### src/rtl/getir_istek_denetleyici_pkg.sv
// Shared definitions for the fetch request sequencer.
// Holds the default widths/depths used by getir_istek_denetleyici and the
// FSM state encoding. Imported by the top and its FIFO sub-module.
package getir_istek_denetleyici_pkg;

    localparam int PS_BIT_VARSAYILAN          = 32;
    localparam int BUYRUK_BIT_VARSAYILAN      = 32;
    localparam int MAKS_BEKLEYEN_VARSAYILAN   = 2;
    localparam int TAMPON_DERINLIK_VARSAYILAN = 2;

    // Address-phase FSM. The encodings are fixed so traces from older
    // benches decode the same way.
    typedef enum logic [1:0] {
        BOSTA       = 2'd0,   // no address presented to l1b
        ADRES_BEKLE = 2'd1,   // address presented, waiting for kabul
        ADRES_IPTAL = 2'd2    // address presented, but already flushed
    } durum_t;

endpackage

### src/rtl/getir_istek_denetleyici_kucuk_fifo.sv
// Small synchronous FIFO used twice by getir_istek_denetleyici.
// DERINLIK must be a power of two (>= 2): pointers carry one extra bit so
// full and empty can be told apart.
// Ports:
//   clk_i, rst_ni   clock, asynchronous active-low reset (pointers only)
//   temizle_i       drop every entry (has priority over push/pop)
//   bayrak_kur_i    when BAYRAK_VAR=1, set bit 0 of every stored entry
//   yaz_i, veri_i   push (ignored when full)
//   oku_i           pop head (ignored when empty)
//   veri_o          head entry
//   bos_o           FIFO empty
//   sayi_o          number of stored entries
module getir_istek_denetleyici_kucuk_fifo
    import getir_istek_denetleyici_pkg::*;
#(
    parameter int GENISLIK   = 8,
    parameter int DERINLIK   = 2,
    parameter bit BAYRAK_VAR = 1'b0
) (
    input  logic                              clk_i,
    input  logic                              rst_ni,
    input  logic                              temizle_i,
    input  logic                              bayrak_kur_i,
    input  logic                              yaz_i,
    input  logic [GENISLIK-1:0]               veri_i,
    input  logic                              oku_i,
    output logic [GENISLIK-1:0]               veri_o,
    output logic                              bos_o,
    output logic [$clog2(DERINLIK):0]         sayi_o
);

    localparam int IB = $clog2(DERINLIK);
    localparam int SB = IB + 1;

    logic [GENISLIK-1:0] bellek [DERINLIK];
    logic [SB-1:0]       yaz_isr_q;
    logic [SB-1:0]       oku_isr_q;
    logic                dolu;
    logic                yaz_gecerli;
    logic                oku_gecerli;

    assign sayi_o      = yaz_isr_q - oku_isr_q;
    assign bos_o       = (sayi_o == '0);
    assign dolu        = (sayi_o == SB'(DERINLIK));
    assign yaz_gecerli = yaz_i & ~dolu;
    assign oku_gecerli = oku_i & ~bos_o;
    assign veri_o      = bellek[oku_isr_q[IB-1:0]];

    // NOTE: sequential state is always assigned with <= so every flop samples
    // the pre-edge values, independent of statement order.
    always_ff @(posedge clk_i or negedge rst_ni) begin
        if (!rst_ni) begin
            yaz_isr_q <= '0;
            oku_isr_q <= '0;
        end else if (temizle_i) begin
            yaz_isr_q <= '0;
            oku_isr_q <= '0;
        end else begin
            if (yaz_gecerli) yaz_isr_q <= yaz_isr_q + SB'(1);
            if (oku_gecerli) oku_isr_q <= oku_isr_q + SB'(1);
        end
    end

    // NOTE: the storage array has no reset; the pointers alone define which
    // entries are live, so resetting the data would only cost flops.
    always_ff @(posedge clk_i) begin
        if (yaz_gecerli) bellek[yaz_isr_q[IB-1:0]] <= veri_i;
        // Placed after the write so the flag also lands on an entry pushed
        // in the same cycle.
        if (BAYRAK_VAR && bayrak_kur_i) begin
            for (int i = 0; i < DERINLIK; i++) bellek[i][0] <= 1'b1;
        end
    end

endmodule

### src/rtl/getir_istek_denetleyici.sv
// Fetch-stage request sequencer between getir and the L1 instruction cache.
// Accepts PS requests from getir, issues aligned addresses to l1b with a
// valid/kabul handshake, tracks up to MAKS_BEKLEYEN outstanding requests and
// returns the words to getir in order, each tagged with its original PS.
// bosalt_i discards everything in flight.
// Ports:
//   clk_i, rst_ni                       clock, asynchronous active-low reset
//   getir_istek_gecerli_i/_hazir_o      request handshake, PS on getir_ps_i
//   bosalt_i                            redirect/flush
//   l1b_adres_o/_gecerli_o/_kabul_i     address handshake toward l1b
//   l1b_buy_i, l1b_gecerli_i            in-order word return (no back-pressure)
//   getir_buy_o/_ps_o/_gecerli_o        buffered response toward getir
//   getir_hazir_i                       getir consumes the head
//   hata_o                              sticky: word returned with nothing in flight
module getir_istek_denetleyici
    import getir_istek_denetleyici_pkg::*;
#(
    parameter int PS_BIT          = PS_BIT_VARSAYILAN,
    parameter int BUYRUK_BIT      = BUYRUK_BIT_VARSAYILAN,
    parameter int MAKS_BEKLEYEN   = MAKS_BEKLEYEN_VARSAYILAN,
    parameter int TAMPON_DERINLIK = TAMPON_DERINLIK_VARSAYILAN
) (
    input  logic                  clk_i,
    input  logic                  rst_ni,
    input  logic                  getir_istek_gecerli_i,
    input  logic [PS_BIT-1:0]     getir_ps_i,
    output logic                  getir_istek_hazir_o,
    input  logic                  bosalt_i,
    output logic [PS_BIT-1:0]     l1b_adres_o,
    output logic                  l1b_adres_gecerli_o,
    input  logic                  l1b_adres_kabul_i,
    input  logic [BUYRUK_BIT-1:0] l1b_buy_i,
    input  logic                  l1b_gecerli_i,
    output logic [BUYRUK_BIT-1:0] getir_buy_o,
    output logic [PS_BIT-1:0]     getir_buy_ps_o,
    output logic                  getir_buy_gecerli_o,
    input  logic                  getir_hazir_i,
    output logic                  hata_o
);

    localparam int BSB = $clog2(MAKS_BEKLEYEN) + 1;
    localparam int TSB = $clog2(TAMPON_DERINLIK) + 1;

    // iptal sits in bit 0 so the FIFO's flag-set-all can mark entries stale.
    typedef struct packed {
        logic [PS_BIT-1:0] ps;
        logic              iptal;
    } bekleyen_t;

    typedef struct packed {
        logic [BUYRUK_BIT-1:0] buy;
        logic [PS_BIT-1:0]     ps;
    } yanit_t;

    durum_t            durum_q, durum_d;
    logic [PS_BIT-1:0] ps_q;
    logic              calisiyor_q;
    logic              hata_q;
    logic [BSB-1:0]    gecerli_bek_q;

    logic              kredi;
    logic              istek_kabul;
    logic              bek_yaz;
    logic              bek_iptal;
    bekleyen_t         bek_giris;
    bekleyen_t         bek_bas;
    logic              bek_bos;
    logic [BSB-1:0]    bek_sayi;
    logic              bek_gecerli_cikis;

    yanit_t            tampon_giris;
    yanit_t            tampon_bas;
    logic              tampon_bos;
    logic [TSB-1:0]    tampon_sayi;
    logic              tampon_yaz;
    logic              tampon_oku;

    // Credit uses registered counts only, so it is conservative by one
    // cycle but never lets the response buffer overflow; that is what allows
    // l1b_gecerli_i to arrive without back-pressure.
    assign kredi =
        ((int'(bek_sayi) + int'(durum_q != BOSTA)) < MAKS_BEKLEYEN) &&
        ((int'(gecerli_bek_q) + int'(durum_q == ADRES_BEKLE) + int'(tampon_sayi))
            < TAMPON_DERINLIK);

    // calisiyor_q keeps hazir low during reset and for the first edge after it.
    assign getir_istek_hazir_o = calisiyor_q & ~bosalt_i & kredi &
        ((durum_q == BOSTA) | ((durum_q == ADRES_BEKLE) & l1b_adres_kabul_i));
    assign istek_kabul = getir_istek_gecerli_i & getir_istek_hazir_o;

    // NOTE: every signal driven here gets a default first, so no path can
    // leave it unassigned and infer a latch.
    always_comb begin
        durum_d   = durum_q;
        bek_yaz   = 1'b0;
        bek_iptal = 1'b0;
        unique case (durum_q)
            BOSTA: begin
                if (istek_kabul) durum_d = ADRES_BEKLE;
            end
            ADRES_BEKLE: begin
                if (l1b_adres_kabul_i) begin
                    bek_yaz   = 1'b1;
                    bek_iptal = bosalt_i;
                    durum_d   = istek_kabul ? ADRES_BEKLE : BOSTA;
                end else if (bosalt_i) begin
                    // Valid cannot be withdrawn; keep presenting the address
                    // and remember its word must be discarded.
                    durum_d = ADRES_IPTAL;
                end
            end
            ADRES_IPTAL: begin
                if (l1b_adres_kabul_i) begin
                    bek_yaz   = 1'b1;
                    bek_iptal = 1'b1;
                    durum_d   = BOSTA;
                end
            end
            default: durum_d = BOSTA;
        endcase
    end

    always_ff @(posedge clk_i or negedge rst_ni) begin
        if (!rst_ni) begin
            durum_q     <= BOSTA;
            ps_q        <= '0;
            calisiyor_q <= 1'b0;
            hata_q      <= 1'b0;
        end else begin
            durum_q     <= durum_d;
            calisiyor_q <= 1'b1;
            if (istek_kabul) ps_q <= getir_ps_i;
            if (l1b_gecerli_i && bek_bos) hata_q <= 1'b1;
        end
    end

    // Number of in-flight entries whose word will still be delivered.
    // A flush turns every entry stale and any push that cycle is stale too.
    assign bek_gecerli_cikis = l1b_gecerli_i & ~bek_bos & ~bek_bas.iptal;

    always_ff @(posedge clk_i or negedge rst_ni) begin
        if (!rst_ni) begin
            gecerli_bek_q <= '0;
        end else if (bosalt_i) begin
            gecerli_bek_q <= '0;
        end else begin
            gecerli_bek_q <= gecerli_bek_q
                           + BSB'(bek_yaz & ~bek_iptal)
                           - BSB'(bek_gecerli_cikis);
        end
    end

    assign bek_giris = '{ps: ps_q, iptal: bek_iptal};

    getir_istek_denetleyici_kucuk_fifo #(
        .GENISLIK   ($bits(bekleyen_t)),
        .DERINLIK   (MAKS_BEKLEYEN),
        .BAYRAK_VAR (1'b1)
    ) u_bekleyen (
        .clk_i        (clk_i),
        .rst_ni       (rst_ni),
        .temizle_i    (1'b0),
        .bayrak_kur_i (bosalt_i),
        .yaz_i        (bek_yaz),
        .veri_i       (bek_giris),
        .oku_i        (l1b_gecerli_i),
        .veri_o       (bek_bas),
        .bos_o        (bek_bos),
        .sayi_o       (bek_sayi)
    );

    assign tampon_giris = '{buy: l1b_buy_i, ps: bek_bas.ps};
    assign tampon_yaz   = bek_gecerli_cikis & ~bosalt_i;
    assign tampon_oku   = getir_hazir_i & ~tampon_bos & ~bosalt_i;

    getir_istek_denetleyici_kucuk_fifo #(
        .GENISLIK   ($bits(yanit_t)),
        .DERINLIK   (TAMPON_DERINLIK),
        .BAYRAK_VAR (1'b0)
    ) u_tampon (
        .clk_i        (clk_i),
        .rst_ni       (rst_ni),
        .temizle_i    (bosalt_i),
        .bayrak_kur_i (1'b0),
        .yaz_i        (tampon_yaz),
        .veri_i       (tampon_giris),
        .oku_i        (tampon_oku),
        .veri_o       (tampon_bas),
        .bos_o        (tampon_bos),
        .sayi_o       (tampon_sayi)
    );

    assign l1b_adres_o         = {ps_q[PS_BIT-1:2], 2'b00};
    assign l1b_adres_gecerli_o = (durum_q != BOSTA);

    // Data is forced to zero while empty so unwritten storage never shows.
    assign getir_buy_gecerli_o = ~tampon_bos;
    assign getir_buy_o         = tampon_bos ? '0 : tampon_bas.buy;
    assign getir_buy_ps_o      = tampon_bos ? '0 : tampon_bas.ps;
    assign hata_o              = hata_q;

endmodule

### config.mk
export PLATFORM = sky130hd
export DESIGN_NAME = getir_istek_denetleyici
export DESIGN_NICKNAME = d
export VERILOG_FILES = /design/src/rtl/getir_istek_denetleyici_pkg.sv /design/src/rtl/getir_istek_denetleyici_kucuk_fifo.sv /design/src/rtl/getir_istek_denetleyici.sv
export SDC_FILE = /design/constraint.sdc
export NUM_CORES = 1
export LEC_CHECK = 0
export ABC_AREA = 1
export BUFFER_PORTS_ARGS = -buffer_cell sky130_fd_sc_hd__buf_2
export CORE_ASPECT_RATIO = 1.2
export CORE_MARGIN = 2
export CORE_UTILIZATION = 39
export CTS_CLUSTER_SIZE = 25
export DETAILED_ROUTE_END_ITERATION = 7
export PLACE_DENSITY = 0.7
export SKIP_LAST_GASP = 1
export SLEW_MARGIN = 25
export SYNTH_ARGS = -nofsm -noshare
export SYNTH_HDL_FRONTEND = slang
export SYNTH_SLANG_ARGS = --single-unit
### constraint.sdc
create_clock -name clk_i -period 6.1 [get_ports clk_i]
set_input_delay 0 -clock clk_i [delete_from_list [all_inputs] [get_ports clk_i]]
set_output_delay 0 -clock clk_i [all_outputs]
set_load 0.05 [all_outputs]
==> results.md, run 1 <==
- Placed Area: 10,500 µm²
- Post-synth top area cell: edfxtp_1
- Yosys reg bits: 240
- Crit Path Max Fanout: 34
- Syn-to-layout area delta: 25.7%
- Initial antenna violation count: 0
- Syn. warnings: 0
- Post-synthesis async set-or-reset flop share: 19.2%
- Final antenna diode count: 0
- Rows: 62
- Vias in the first global route: 5,926
- Critical Path AT: 4130 ps
- Vias: 6,225
- Clock Pin Slew Worst Setup and Hold Paths: 60 ps
- Critical Path Start Type: register
- Cells after synthesis: 815
- Die height: 176 µm
- WL met1: 8590 µm
- Gr ovfl total: 0
- Setup Fix Bufs, Post-CTS: 0
- Gpl congestion: 0.801
- Leakage: 0.00523 µW
- Worst-Skew Late Latency: 520 ps
- CTS tree: built
- Tmin final: 3740 ps
- Top cells by area, synth: edfxtp_1 60%, nand2_1 13%, dfrtp_1 12%, a21oi_1 3.5%, buf_4 2.6%
- Period utilization: 61.3%
- Synth Area in Adders: 1.25%
- Seq/Total Area, Yosys: 72.5%
- Final ANT Viol Nets: 0
- Min-delay worst type: in2async
- DR WL met2: 10,000 µm
- Per-cell routed wire length: 14.6 µm
- Setup Viol. Count Final: 0
- Synth Area in Compound Gates: 4.25%
- Final instance area: 12,100 µm²
- Slew HR: 39.1%
- DR iter-0 viols: 381
- Worst IR Drop VDD: 0.392 mV
- Top routing layer used: met4
- Unique cell type count in the Yosys netlist: 30
- Syn_area_per_cell: 11.8 µm²
- DIE WIDTH: 147 µm
- Fillers: 2,072
- Starting Density: 39.9%
- F_max: 267 MHz
- Largest family of logic cells by synthesized area: simple AND/OR/NAND/NOR gates
- Area of the mapped netlist: 9590 µm²
- Pwr Total: 6990 µW
- Synth Flop Type: edfxtp_1
- Final wirelength: 19,800 µm
- Commonest cells post-synth: 323 x nand2_1, 192 x edfxtp_1, 68 x a21oi_1
- Slew @ Worst Pin: 912 ps
- Worst Skew: 21.5 ps
- Port Buffers: 168
- Status: completed
- Max-slew violations: 0
- RSZ-0062 raised after global routing: false
- Largest net degree at the start of global routing: 68
- Pwr per Cell Area: 580 nW/µm²
- # nets final: 1,098
- # DRC: 0
- Count leader, synth: nand2_1
- Core Area: 24,000 µm²
- Worst Path Required: 6490 ps
- Met3 wire length: 870 µm
- Via/cell ratio: 4.59
- Final core occ: 50.1%
- Yosys top cell area share: 60.1%
- I/O pin cnt: 171
- Detailed Routing Iterations Pass 1: 5
- Global-route wire length before repair: 31,000 µm
- Synth Area in XOR/XNOR: 0.548%
- Die area: 25,900 µm²
- Max-cap violations: 0
- TritonCTS Sinks: 240
- HPWL Detailed: 12,300 µm
- PostCTS Resize Cnt: 0
- Share of cells above drive strength 1: 22.4%
- Worst setup EP type: register
- Post-synthesis simple-gate area fraction: 16.0%
- Mux cell area share after synthesis: 0%
- Gr usage total: 15.0%
- Max Root-Sink Buffers: 3
- H-tree Lvls: 1
- Fin Setup TNS: 0 ps
- Post-synth EDFFs: 192
- WS Path Type: reg2reg
- Fin. Hold Viols: 0
- Root Buffer: clkbuf_16
- CTS Buf Count: 24
-- layout by cell type (no fill, tap or decap), types with 2 or more instances in the layout --
cell type and instances:
buf_2 167, dfxtp_1 2, clkinv_2 8, inv_2 5
nand4_1 2, dlygate4sd3_1 69, inv_1 20, ha_1 8
clkbuf_8 2, nand2_2 2, a21oi_1 68, clkinvlp_4 2
conb_1 3, nor2_1 10, nand3_1 47, dfrtp_1 45
buf_4 9, nand2_1 323, edfxtp_1 192, xor2_1 5
bufinv_16 3, clkbuf_16 27, o211ai_1 2
-- sequential cells by signal (all words and copies together) (netlist names) --
register              cells
u_bekleyen.yaz_isr_q      2
durum_q                   2
ps_q                     32
u_tampon.bellek         128
u_bekleyen.oku_isr_q      2
u_tampon.yaz_isr_q        2
calisiyor_q               1
hata_o                    1
gecerli_bek_q             2
u_tampon.oku_isr_q        2
u_bekleyen.bellek        66
-- per-stage QoR --
step / instances / hold WS [ps] / setup WS [ps]
finish: 1356 / 28.4 / 2360
global route: 1356 / 68.2 / 2050
CTS: 1356 / 27.4 / 2350
detailed placement: 1243 / 191 / 2380
global placement: 1243 / 188 / 2470
floorplan: 816 / -296 / 1830
-- cells by family after synthesis --
logic type,count (synthesis)
adder cells (fa/ha/maj),9
buffers and inverters,95
other,2
XOR/XNOR,6
AND/OR/NAND/NOR,387
AO/OA/AOI/OAI,76
flip-flops,240
-- power by group --
part	total [µW]	switching (µW)	internal (µW)
Combinational	3120	2490	626
Sequential	2320	159	2160
Clock	1550	601	954
Total	6990	3250	3740
-- final timing paths --
kind	start	to	slack (ps)	depth (start not counted)
min in group clk_i	getir_istek_gecerli_i	ps_q[31]	60	3
min	rst_ni	durum_q[1]	30	2
min reg2reg	hata_o	hata_o	470	1
max reg2reg	u_tampon.yaz_isr_q[0]	ps_q[16]	2360	12
max	u_tampon.yaz_isr_q[0]	ps_q[16]	2360	12
max in group asynchronous	rst_ni	u_tampon.oku_isr_q[0]	5650	2
-- worst max-delay path, cell delays in order, from the launching register on --
cell	delay [ps]
dfrtp_1	390
inv_1	110
ha_1	330
inv_1	50
ha_1	270
a21o_1	190
fa_1	450
nor3_2	180
nand2_1	120
a21oi_4	660
nand2_2	590
nand2_1	190
nand2_1	70
-- routing by layer --
layer	vias to the layer above	global-route usage (%)
met2	146	26.3
met5	-	0
met1	2923	19.4
met4	0	4.17
li1	3126	-
met3	30	2.31
-- repair_timing --
action / 4_1_cts / 5_1_grt
endpoints found under the hold margin: 156 / 0
setup endpoints to repair: 0 / 0
hold buffers: 69 / 0
-- layout make-up --
class                      count  area [µm²]  share of cell area [%]
clock buffer                  30         707                    5.87
clock inverter                14         165                    1.37
inverter                      26        98.8                   0.820
multi-input combinational    481        2130                    17.7
sequential                   240        6960                    57.7
tap                          320         400                    3.32
timing repair buffer         245        1590                    13.2
No activity file was read; power rests on OpenSTA's default activity.
==> inputs of run 2 (changes only) <==
--- a/config.mk
+++ b/config.mk
@@ -5,14 +5,14 @@
 export SDC_FILE = /design/constraint.sdc
 export NUM_CORES = 1
 export LEC_CHECK = 0
-export ABC_AREA = 1
+export ABC_AREA = 0
 export BUFFER_PORTS_ARGS = -buffer_cell sky130_fd_sc_hd__buf_2
 export CORE_ASPECT_RATIO = 1.2
 export CORE_MARGIN = 2
 export CORE_UTILIZATION = 39
 export CTS_CLUSTER_SIZE = 25
 export DETAILED_ROUTE_END_ITERATION = 7
-export PLACE_DENSITY = 0.7
+export PLACE_DENSITY = 0.72
 export SKIP_LAST_GASP = 1
 export SLEW_MARGIN = 25
 export SYNTH_ARGS = -nofsm -noshare
==> constraint.sdc (replaced) <==
create_clock -name clk_i -period 3.1 [get_ports clk_i]
set_input_delay 0 -clock clk_i [delete_from_list [all_inputs] [get_ports clk_i]]
set_output_delay 0 -clock clk_i [all_outputs]
set_load 0.05 [all_outputs]
==> run 2 against run 1 <==
Net effect:
- combinational power rose by 21%
- sequential cell count is the same
- cell count is 16% lower
- global-route usage shrank 1.1 points
- area after synthesis rose by 1.4%
- worst setup slack got worse by 2200 ps
- critical path depth is 3 lower
- sequential power grew 94%
- die area rose by 1.3%
- register-to-register slack got worse by 2200 ps
- largest cell class unchanged
- largest power group is now registers
==> results.md, run 2 <==
- Number of flip-flops under the largest register name: 128
- Commonest cells post-synth: 192 x edfxtp_1, 72 x nor2_1, 64 x mux2i_1
- Vias: 5,265
- Via/cell ratio: 4.60
- Top library cells by usage in the layout, fill and taps aside: 192 x edfxtp_1, 167 x buf_2, 71 x nor2_1, 71 x dlygate4sd3_1, 64 x mux2i_1
- DIE WIDTH: 148 µm
- # nets final: 882
- H-tree Lvls: 1
- Final ANT Viol Nets: 0
- Syn_area_per_cell: 16.9 µm²
- Fillers: 2,078
- Syn-to-layout area delta: 28.0%
- Clk pwr share: 27.4%
- Fin. Hold Viols: 0
- Final instance area: 12,400 µm²
- Top Registers: u_tampon.bellek x128, u_bekleyen.bellek x66, ps_q x32
- Min-delay worst type: in2async
- Worst-Skew Late Latency: 500 ps
- Post-synth EDFFs: 192
- Per-cell routed wire length: 16.1 µm
- Leading cell type in the layout, fill and taps excluded: edfxtp_1
- Port Buffers: 168
- Int Pwr: 7480 µW
- Die area: 26,200 µm²
- Slew HR: 45.3%
- Fin cells: 1,145
- Gr ovfl total: 0
- Max-slew violations: 0
- TritonCTS Sinks: 240
- Pwr Total: 11,400 µW
- Met3 wire length: 882 µm
- Worst reg-to-reg setup slack: 110 ps
- Worst setup EP type: register
- Worst R2R Path Depth: 9
- Worst Hold Slack: 90.8 ps
- Comb pwr share: 33.0%
- Setup Fix Bufs, Post-CTS: 0
- F_max: 335 MHz
- DP Cell Count: 1,030
- Root Buffer: clkbuf_16
- Worst Skew: 15.1 ps
- Psw: 3920 µW
- Post-synth top area cell: edfxtp_1
- Detailed Routing Iterations Pass 1: 4
- Top routing layer used: met4
- Post-synthesis async set-or-reset flop share: 19.2%
- DR WL met2: 9480 µm
- Status: completed
- RSZ-0062 raised after global routing: true
- Global-route wire length before repair: 28,500 µm
- # DRC: 0
- Final antenna diode count: 0
- Vias in the first global route: 5,425
- Period utilization: 96.4%
- Share of cells above drive strength 1: 37.1%
- Final core occ: 50.6%
- Gpl congestion: 0.730
- WL met1: 7780 µm
- Top reg by flops: u_tampon.bellek
- Top cells by area, synth: edfxtp_1 59%, dfrtp_1 12%, mux2i_1 6.6%, mux2_4 4.8%, mux2_2 3.8%
- Largest net degree at the start of global routing: 65
- Leakage: 0.00493 µW
- Worst IR Drop VDD: 0.572 mV
- Yosys top cell area share: 59.3%
- Cells after synthesis: 575
- Unique cell type count in the Yosys netlist: 46
- Core Area: 24,600 µm²
- Clock Pin Slew Worst Setup and Hold Paths: 60 ps
- Count leader, synth: edfxtp_1
- Initial antenna violation count: 0
- WS Path Type: reg2reg
- Crit Path Max Fanout: 2
- Critical Path AT: 3370 ps
- Worst Path Required: 3480 ps
- Seq/Total Area, Yosys: 71.6%
- DR iter-0 viols: 176
- Setup Viol. Count Final: 0
- Critical Path Start Type: register
- Syn. warnings: 0
- RR Endpoint: durum_q[1]
- Yosys reg bits: 240
- Die height: 177 µm
- Gr usage total: 13.9%
- CTS tree: built
- Tmin final: 2990 ps
- Placed Area: 10,800 µm²
- Area of the mapped netlist: 9720 µm²
- Max Root-Sink Buffers: 3
- I/O pin cnt: 171
- HPWL Detailed: 11,300 µm
- FF-to-FF Start: u_tampon.oku_isr_q[0]
- Switching portion of total power: 34.4%
- Seq pwr share: 39.6%
- Slew @ Worst Pin: 821 ps
- Synth Flop Type: edfxtp_1
- Max-cap violations: 0
- Starting Density: 39.5%
- Final wirelength: 18,500 µm
- Rows: 63
- CTS Buf Count: 24
- Pwr per Cell Area: 916 nW/µm²
[run 2: changes by cell type after synthesis, sizes merged, moves of 13 or more]
| cell | previous run | this run |
|---|---|---|
| a21oi | 69 | 6 |
| clkbuf | 24 | 8 |
| inv | 25 | 12 |
| mux2 | 0 | 67 |
| mux2i | 0 | 64 |
| nand2 | 325 | 9 |
| nand3 | 47 | 2 |
| nor2 | 11 | 72 |
[run 2: stage by stage]
| stage | setup TNS [ps] | setup slack, ps |
|---|---|---|
| floorplan | -25280 | -221 |
| global placement | 0 | 133 |
| detailed placement | 0 | 92.8 |
| global route | -16.0 | -16.0 |
| CTS | 0 | 55.9 |
| finish | 0 | 111 |
[run 2: kinds of logic (layout without fill, tap and decap cells)]
group,Yosys count,after routing,synth area share (%)
flip-flops,240,240,71.6
multiplexers,131,131,15.5
AND/OR/NAND/NOR,92,92,4.03
buffers and inverters,69,313,4.57
AO/OA/AOI/OAI,21,21,1.52
XOR/XNOR,11,11,1.45
adder cells (fa/ha/maj),9,9,1.24
other,2,3,0.0773
[run 2: per-layer routing]
layer  global-route usage [%]  up-vias
li1                         -     2511
met4                     3.77        0
met3                     2.58       23
met1                     17.0     2586
met2                     25.3      145
met5                        0        -
[run 2: how the worst max path moves through the flow]
stage                            start                    end  slack (ps)  cells after the start
2_1_floorplan  u_bekleyen.yaz_isr_q[0]  u_tampon.bellek[1][0]        -220                      6
3_3_place_gp     u_tampon.oku_isr_q[0]               ps_q[26]         130                     10
3_5_place_dp     u_tampon.oku_isr_q[0]               ps_q[25]          90                     10
4_1_cts          u_tampon.oku_isr_q[0]             durum_q[1]          60                      9
5_1_grt          u_tampon.oku_isr_q[0]             durum_q[1]         -20                      9
6_report         u_tampon.oku_isr_q[0]             durum_q[1]         110                      9
[run 2: worst max-delay path, stage by stage (launching register included)]
cell           delay [ps]
dfrtp_4               470
ha_1                  300
inv_1                  60
ha_1                  270
a21o_1                190
fa_1                  470
nor4b_4               250
and3_4                230
o32ai_1                70
dlygate4sd3_1         560
[run 2: area by class of cell]
class                           count  area (µm²)  share of cell area (%)
Inverter                           12        45.0                   0.362
Multi-Input combinational cell    267        2400                    19.3
Sequential cell                   240        6960                    55.9
Timing Repair Buffer              257        1750                    14.1
Clock inverter                     11         186                    1.50
Clock buffer                       33         696                    5.59
Tap cell                          325         407                    3.27
[run 2: power by group through the flow]
| stage | Sequential [µW] | Clock (µW) | Combinational, µW |
|---|---|---|---|
| finish | 4510 | 3130 | 3760 |
| global route | 4570 | 3340 | 3990 |
| CTS | 4510 | 3220 | 3800 |
| detailed placement | 4580 | 0 | 3710 |
| global placement | 4550 | 0 | 3660 |
| floorplan | 4470 | 0 | 3170 |
[run 2: what timing repair did]
item                       CTS  global route
gates resized for setup      0             2
hold buffers                71             0
setup endpoints to repair    0            28
hold endpoints to repair   134             0
==> inputs of run 3 (changes only) <==
--- a/config.mk
+++ b/config.mk
@@ -7,12 +7,13 @@
 export LEC_CHECK = 0
 export ABC_AREA = 0
 export BUFFER_PORTS_ARGS = -buffer_cell sky130_fd_sc_hd__buf_2
-export CORE_ASPECT_RATIO = 1.2
+export CORE_ASPECT_RATIO = 2
 export CORE_MARGIN = 2
 export CORE_UTILIZATION = 39
 export CTS_CLUSTER_SIZE = 25
 export DETAILED_ROUTE_END_ITERATION = 7
 export PLACE_DENSITY = 0.72
+export SETUP_SLACK_MARGIN = 0.15
 export SKIP_LAST_GASP = 1
 export SLEW_MARGIN = 25
 export SYNTH_ARGS = -nofsm -noshare
==> run 3 against run 2 <==
Net effect:
- cell count up 0.17%
- sequential share of layout area up 0.65 points
- highest routed layer unchanged
- critical endpoint is now ps_q[9]
- combinational power up 1%
- wire length up 3.5%
- clock power down 21%
- sequential power about the same
- worst setup slack worse by 1.6 ps
- die area up 0.27%
- utilization down 0.45 points
- via count up 0.63%
- critical path type unchanged
==> results.md, run 3 (synthesis results as in run 2) <==
- DIE WIDTH: 116 µm
- Fillers: 2,049
- # nets final: 881
- Worst Path Required: 3470 ps
- Slew HR: 43.9%
- Gr usage total: 14.0%
- Gr ovfl total: 0
- Fin Setup TNS: 0 ps
- Status: completed
- Number of flip-flops under the largest register name: 128
- Via/cell ratio: 4.62
- Leakage: 0.00484 µW
- Initial antenna violation count: 0
- Per-cell routed wire length: 16.7 µm
- Die height: 227 µm
- Gpl congestion: 0.810
- Clock Pin Slew Worst Setup and Hold Paths: 70 ps
- Final ANT Viol Nets: 0
- CTS Buf Count: 21
- Critical Path Start Type: register
- DR iter-0 viols: 213
- Top reg by flops: u_tampon.bellek
- Vias: 5,298
- Crit Path Max Fanout: 6
- I/O pin cnt: 171
- RSZ-0062 raised after global routing: true
- Largest net degree at the start of global routing: 65
- Worst IR Drop VDD: 0.560 mV
- # DRC: 0
- Worst R2R Path Depth: 10
- Min-delay worst type: in2async
- TritonCTS Sinks: 240
- WS Path Type: reg2reg
- Vias in the first global route: 5,454
- Global-route wire length before repair: 28,000 µm
- Fin cells: 1,147
- Worst Skew: 9.79 ps
- H-tree Lvls: 1
- Worst-Skew Late Latency: 500 ps
- Tmin final: 2990 ps
- Slew @ Worst Pin: 841 ps
- Core Area: 24,500 µm²
- Setup Viol. Count Final: 0
- CTS tree: built
- Leading cell type in the layout, fill and taps excluded: edfxtp_1
- Period utilization: 96.5%
- Top Registers: u_tampon.bellek x128, u_bekleyen.bellek x66, ps_q x32
- Pwr per Cell Area: 879 nW/µm²
- Max-cap violations: 0
- Root Buffer: clkbuf_16
- Fin. Hold Viols: 0
- Worst setup EP type: register
- Multi-input logic area: 2430 µm²
- DP Cell Count: 1,036
- FF-to-FF Start: u_tampon.oku_isr_q[0]
- Critical Path AT: 3360 ps
- Die area: 26,300 µm²
- Detailed Routing Iterations Pass 1: 5
- Max-slew violations: 0
- Setup Fix Bufs, Post-CTS: 0
- Final instance area: 12,300 µm²
- Syn-to-layout area delta: 26.6%
- HPWL Detailed: 11,900 µm
- Max Root-Sink Buffers: 3
- Reg area: 6960 µm²
- Top library cells by usage in the layout, fill and taps aside: 192 x edfxtp_1, 167 x buf_2, 71 x dlygate4sd3_1
- Placed Area: 10,800 µm²
- F_max: 334 MHz
- Final wirelength: 19,100 µm
- Final antenna diode count: 0
- Starting Density: 39.6%
- Share of cells above drive strength 1: 37.2%
- CP startpoint: u_tampon.oku_isr_q[0]
- Port Buffers: 168
- Rows: 81
## run 3: path summary, 6_finish.rpt
path | to | slack [ps]
max | ps_q[9] | 110
min | ps_q[2] | 160
max reg2reg | ps_q[9] | 110
min reg2reg | hata_o | 470
max in group asynchronous | u_tampon.oku_isr_q[0] | 2210
min in group clk_i | u_tampon.bellek[0][48] | 240
## run 3: worst max-delay path: stages (launching register included)
cell      delay [ps]
dfrtp_4          490
ha_4             280
inv_2             50
ha_4             220
a21o_1           160
fa_1             500
nor4b_2          300
and3_4           250
nand2b_4         120
buf_12           170
mux2_1           310
## run 3: routing by layer
layer | GRT usage (%) | part of all wire [%] | wire length [µm]
met5 | 0 | 0 | 0
met1 | 14.2 | 35 | 6700
met4 | 7.49 | 4.3 | 817
met2 | 26.9 | 57 | 10900
met3 | 1.97 | 3.4 | 649
## run 3: final cells by class
class                           count  share of cell area (%)
Sequential cell                   240                    56.6
Multi-Input combinational cell    267                    19.7
Timing Repair Buffer              259                    14.7
Clock buffer                       30                    4.71
Tap cell                          332                    3.38
Clock inverter                      7                   0.570
Inverter                           12                   0.366
## run 3: metrics by stage
stage / util [%] / worst slack (ps) / hold WS, ps / power, µW
4_1_cts: 49.7 / 130 / 136 / 10800
2_1_floorplan: - / -221 / -296 / 7640
3_5_place_dp: 44.2 / 121 / 132 / 8280
6_report: 50.2 / 110 / 159 / 10800
3_3_place_gp: 44.2 / 122 / 115 / 8190
5_1_grt: 50.2 / 51.5 / 208 / 11300
## run 3: where the power goes
group          leakage, µW  internal (µW)  switching (µW)
registers          0.00231           4190             346
logic              0.00222           1330            2480
clock network     0.000316           1390            1070
total              0.00484           6920            3900
## run 3: repair_timing
item,in CTS,in global routing
setup endpoints to repair,33,33
gates cloned,0,3
resized for setup,1,9
pin swaps,1,7
endpoints found under the hold margin,138,0
hold buffers,71,0
